$ cat src/rtl/eth_tx_sched.sv
// Two-source round-robin transmit scheduler for the RGMII byte stream.
// Adds preamble/SFD, forwards the granted payload unchanged, then holds off for the inter-frame gap.
`timescale 1ns/1ps
module eth_tx_sched #(
  parameter int PRE_LEN   = 7,
  parameter int IFG_BYTES = 12,
  parameter int MAX_BYTES = 1518
) (
  input  logic       rgmii_clk,
  input  logic       rst,
  input  logic [1:0] req,
  output logic [1:0] gnt,
  output logic       rd,
  input  logic [7:0] din0,
  input  logic [7:0] din1,
  input  logic       last0,
  input  logic       last1,
  output logic       tx_valid,
  output logic [7:0] tx_data,
  output logic       busy,
  output logic       overrun
);

  localparam int CNT_A   = (MAX_BYTES > PRE_LEN) ? MAX_BYTES : PRE_LEN;
  localparam int CNT_MAX = (CNT_A > IFG_BYTES) ? CNT_A : IFG_BYTES;
  localparam int CW      = $clog2(CNT_MAX + 1);

  typedef enum logic [2:0] {IDLE, PRE, SFD, DATA, IFG} state_t;

  state_t        state;
  logic [CW-1:0] cnt;
  logic          last_src;
  logic          pick_src1;
  logic [7:0]    sel_din;
  logic          sel_last;

  assign rd       = (state == DATA);
  assign busy     = (state != IDLE);
  assign sel_din  = gnt[1] ? din1 : din0;
  assign sel_last = gnt[1] ? last1 : last0;
  // last_src remembers who was served last, so a tie goes to the other source
  assign pick_src1 = req[1] & (~req[0] | ~last_src);

  always_ff @(posedge rgmii_clk) begin
    if (rst) begin
      state    <= IDLE;
      cnt      <= '0;
      gnt      <= 2'b00;
      last_src <= 1'b1;
      tx_valid <= 1'b0;
      tx_data  <= 8'h00;
      overrun  <= 1'b0;
    end else begin
      tx_valid <= 1'b0;
      tx_data  <= 8'h00;
      overrun  <= 1'b0;
      case (state)
        IDLE: begin
          cnt <= '0;
          if (|req) begin
            state <= PRE;
            if (pick_src1) begin
              gnt      <= 2'b10;
              last_src <= 1'b1;
            end else begin
              gnt      <= 2'b01;
              last_src <= 1'b0;
            end
          end
        end
        PRE: begin
          tx_valid <= 1'b1;
          tx_data  <= 8'h55;
          if (cnt == CW'(PRE_LEN - 1)) begin
            cnt   <= '0;
            state <= SFD;
          end else begin
            cnt <= cnt + CW'(1);
          end
        end
        SFD: begin
          tx_valid <= 1'b1;
          tx_data  <= 8'hD5;
          cnt      <= '0;
          state    <= DATA;
        end
        DATA: begin
          tx_valid <= 1'b1;
          tx_data  <= sel_din;
          // A genuine last byte wins over truncation when both land on the same byte
          if (sel_last) begin
            gnt   <= 2'b00;
            cnt   <= '0;
            state <= IFG;
          end else if (cnt == CW'(MAX_BYTES - 1)) begin
            overrun <= 1'b1;
            gnt     <= 2'b00;
            cnt     <= '0;
            state   <= IFG;
          end else begin
            cnt <= cnt + CW'(1);
          end
        end
        IFG: begin
          if (cnt == CW'(IFG_BYTES - 1)) begin
            cnt   <= '0;
            state <= IDLE;
          end else begin
            cnt <= cnt + CW'(1);
          end
        end
        default: begin
          state <= IDLE;
          gnt   <= 2'b00;
          cnt   <= '0;
        end
      endcase
    end
  end

endmodule

$ cat config.mk
export PLATFORM = sky130hd
export DESIGN_NAME = eth_tx_sched
export DESIGN_NICKNAME = d
export VERILOG_FILES = /design/src/rtl/eth_tx_sched.sv
export SDC_FILE = /design/constraint.sdc
export NUM_CORES = 1
export LEC_CHECK = 0
export ABC_AREA = 1
export ABC_CLOCK_PERIOD_IN_PS = 1800
export BUFFER_PORTS_ARGS = -buffer_cell sky130_fd_sc_hd__buf_2
export CORE_MARGIN = 2
export CORE_UTILIZATION = 45
export DETAILED_ROUTE_END_ITERATION = 10
export PLACE_DENSITY_LB_ADDON = 0.3
export SETUP_SLACK_MARGIN = 0.1
export SYNTH_ARGS = -nofsm -noshare
export SYNTH_HDL_FRONTEND = slang
export SYNTH_SLANG_ARGS = --single-unit
$ cat constraint.sdc
create_clock -name rgmii_clk -period 1.8 [get_ports rgmii_clk]
set_input_delay 0.09 -clock rgmii_clk [delete_from_list [all_inputs] [get_ports rgmii_clk]]
set_output_delay 0.09 -clock rgmii_clk [all_outputs]
set_load 0.02 [all_outputs]
==> results.py <==
metrics = {
    "clock_tree": {
        "path_clk_slew_ns": 0.16,
        "cts_setup_buffers": 0,
        "htreeDepth": 1,
        "numCtsBuffers": 3,
        "clock_latency_ns": 0.32,
        "numClockSinks": 27,
        "cts_tree": "done",
        "clock_tree.buffer_depth": 2,
        "cts_root_buf": "clkbuf_4",
    },
    "layout": {
        "layout-area-overhead-vs-synth_pct": 23.3,
        "antennaDiodeCount": 0,
        "drive_gt1_share_pct": 33.5,
        "nets": 244,
    },
    "setup_path": {
        "critPathMaxFanout": 7,
        "slowest_delay_ns": 0.54,
        "path_class": "reg2reg",
        "cp_slowest_cell": "dlygate4sd3_1",
        "cp_cell_sequence": "inv_1, nand2_2, inv_2, nand2_2, inv_1, nand2_4, a21oi_1, dlygate4sd3_1",
        "startpoint": "state[2]",
        "cp.arrival_ns": 1.87,
        "timing.rr.start": "state[2]",
        "required_ns": 2.08,
        "crit_path_end_kind": "register",
        "start_kind": "register",
    },
    "power_and_ir_drop": {
        "cellPowerDensity_mw_per_mm2": 1080,
        "ir_drop_v": 0.000764,
        "p_leak_nw": 0.726,
        "power_w": 0.00179,
    },
    "routing": {
        "drtAntennaViolNets": 0,
        "drt_iter0_drc": 30,
        "vias": 1205,
        "routed_wl_um": 2780,
        "drt-vias-per-instance": 4.84,
        "drcViolationCount": 2,
        "routedWlPerCell_um": 11.2,
        "drtPass1Iterations": 7,
    },
    "timing": {
        "fin_worst_skew_ns": 0.00879,
        "min_period_over_period_pct": 87.9,
        "tightest_slew_ns": 0.295,
        "fin_crit_ns": 1.58,
        "final_hold_viol_count": 0,
        "timing.fmax_mhz": 632,
        "rsz0062_at_grt": "yes",
        "drv_slew": 0,
        "final-setup-viol-count": 0,
        "fin_tns_setup_ns": 0,
        "slew_headroom_pct": 80.2,
    },
    "grt": {
        "antenna_found_initial": 0,
        "grt_pass1_wl_um": 4890,
        "grt_pass1_vias": 1179,
        "overflow": 0,
        "grtUsageTotal_pct": 18.1,
        "grt_max_degree": 17,
    },
    "floorplanning": {
        "dieArea_mm2": 0.00344,
        "rows": 19,
        "io_pins": 36,
        "initial_core_util_pct": 47.9,
        "fp.coreArea_mm2": 0.00281,
        "die_w_um": 58.6,
        "die_h_um": 58.6,
    },
    "place": {
        "hpwl_um": 2080,
        "port_buffers": 35,
        "gp_congestion": 0.931,
    },
    "synthesis": {
        "synth.most_common_cell": "nand2_1",
        "syn_area_mm2": 0.00134,
        "avgSynthCellArea_um2": 7.77,
        "synth_warnings": 0,
        "yosysSeqAreaShare_pct": 40.2,
        "yosys_most_used_dff": "dfxtp_1",
        "synth_fp_nets": 198,
        "synth_common_cells": "nand2_1 (39), dfxtp_1 (27), nor2_1 (15)",
        "synthCells": 173,
        "synth_area_leaders": "dfxtp_1 (40%), nand2_1 (11%), nor2_2 (6.5%), xor2_1 (5.2%), nor2_1 (4.2%)",
        "synthDistinctLibCells": 25,
        "synth_seq_cells": 27,
        "synth_top_area_share_pct": 40.2,
        "async_flop_share_pct": 0,
        "yosysTopAreaCell": "dfxtp_1",
        "synth_edf_count": 0,
    },
    "outcome": {
        "status": "complete, but fails checks",
        "violations": "design-rule violations",
    },
    "job": {
        "cap_violations": 0,
    },
    "worst_hold_path": {
        "min_path_type": "in2reg",
        "min_from": "din0[6]",
    },
}
[registers in the layout (all words and copies together), names as in the netlist]
name      flops
cnt          11
gnt           2
last_src      1
overrun       1
state         3
tx_data       8
tx_valid      1
[worst max-delay path, delay by kind of cell, from the launching register on]
family                 cells  cell delay, ns
AOI/OAI and AO/OA          1            0.12
buffers and inverters      4            0.84
DFF                        1            0.35
and+or+nand+nor            3            0.24
[repair_timing]
item / 4_1_cts / 5_1_grt
setup endpoints to repair: 0 / 14
resized for setup: 0 / 4
hold endpoints to repair: 6 / 0
hold buffers: 7 / 0
[where the power goes]
part	switching (W)	total (W)	internal, W	leakage [nW]
clock	0.000183	0.000268	0.0000848	0.0139
sequential	0.0000594	0.000768	0.000709	0.220
combinational	0.000491	0.000755	0.000263	0.492
[cell type report]
class	count	area (um^2)
fillers	278	1150
inverters	18	67.6
clock buffers	3	22.5
flip-flops and latches	27	542
clock inverters	1	7.51
multi-input cells	126	726
repair buffers	43	253
well taps	31	38.8
[worst paths after layout]
path	endpoint	cells past startpoint	slack, ns
setup / recovery	tx_data[3]	8	0.22
hold / removal	tx_data[6]	3	0.03
setup reg to reg	tx_data[3]	8	0.22
hold reg to reg	cnt[0]	1	0.49
[cell families after synthesis]
family                     share of synthesized area [%]
AOI/OAI and AO/OA                                   7.17
DFF                                                 40.2
and+or+nand+nor                                     34.9
buffers and inverters                               6.70
muxes                                               2.98
adders and majority gates                           2.79
xor gates and xnor gates                            5.21
[routing by layer]
layer	GRT usage, %	up-vias	routed length, um
met3	3.08	4	77
met5	0	-	0
li1	-	645	-
met1	24.4	536	1310
met2	29.7	20	1350
met4	5.84	0	41
[through the flow]
stage          worst slack, ns  util, %  hold WS, ns  std cells  instance area (um^2)
3_3_place_gp             0.265     55.0        0.341        238                  1540
4_1_cts                  0.126     58.6       0.0294        249                  1640
5_1_grt                 0.0818     59.1       0.0338        249                  1660
2_1_floorplan            0.406        -        0.159        173                  1340
6_report                 0.217     59.1       0.0340        249                  1660
3_5_place_dp             0.224     55.0        0.342        238                  1540
[cells in the final DEF (no fill, tap or decap)]
| cell | netlist | layout |
|---|---|---|
| nand4_1 | 1 | 1 |
| nor3_2 | 3 | 3 |
| nor4_1 | 1 | 1 |
| nor2_1 | 15 | 15 |
| o21ai_0 | 6 | 6 |
| nor3_1 | 4 | 4 |
| clkinvlp_4 | 0 | 1 |
| xor2_1 | 8 | 8 |
| mux2i_1 | 4 | 4 |
| clkbuf_4 | 0 | 3 |
| nor2_2 | 14 | 14 |
| dfxtp_1 | 27 | 26 |
| a21boi_0 | 1 | 1 |
| ha_1 | 3 | 3 |
| o32ai_1 | 1 | 1 |
| inv_1 | 14 | 14 |
| nand2_4 | 1 | 3 |
| nand2_1 | 39 | 38 |
| nand2_2 | 5 | 4 |
| nand3_1 | 6 | 6 |
| dlygate4sd3_1 | 0 | 7 |
| inv_2 | 4 | 4 |
| buf_2 | 0 | 35 |
| nor2_4 | 1 | 1 |
| o21ai_1 | 2 | 2 |
| nand3_2 | 2 | 2 |
| a21oi_1 | 8 | 8 |
| dfxtp_2 | 0 | 1 |
| nor3b_2 | 1 | 1 |
| buf_4 | 0 | 1 |
Power figures use the tool's default switching activity.
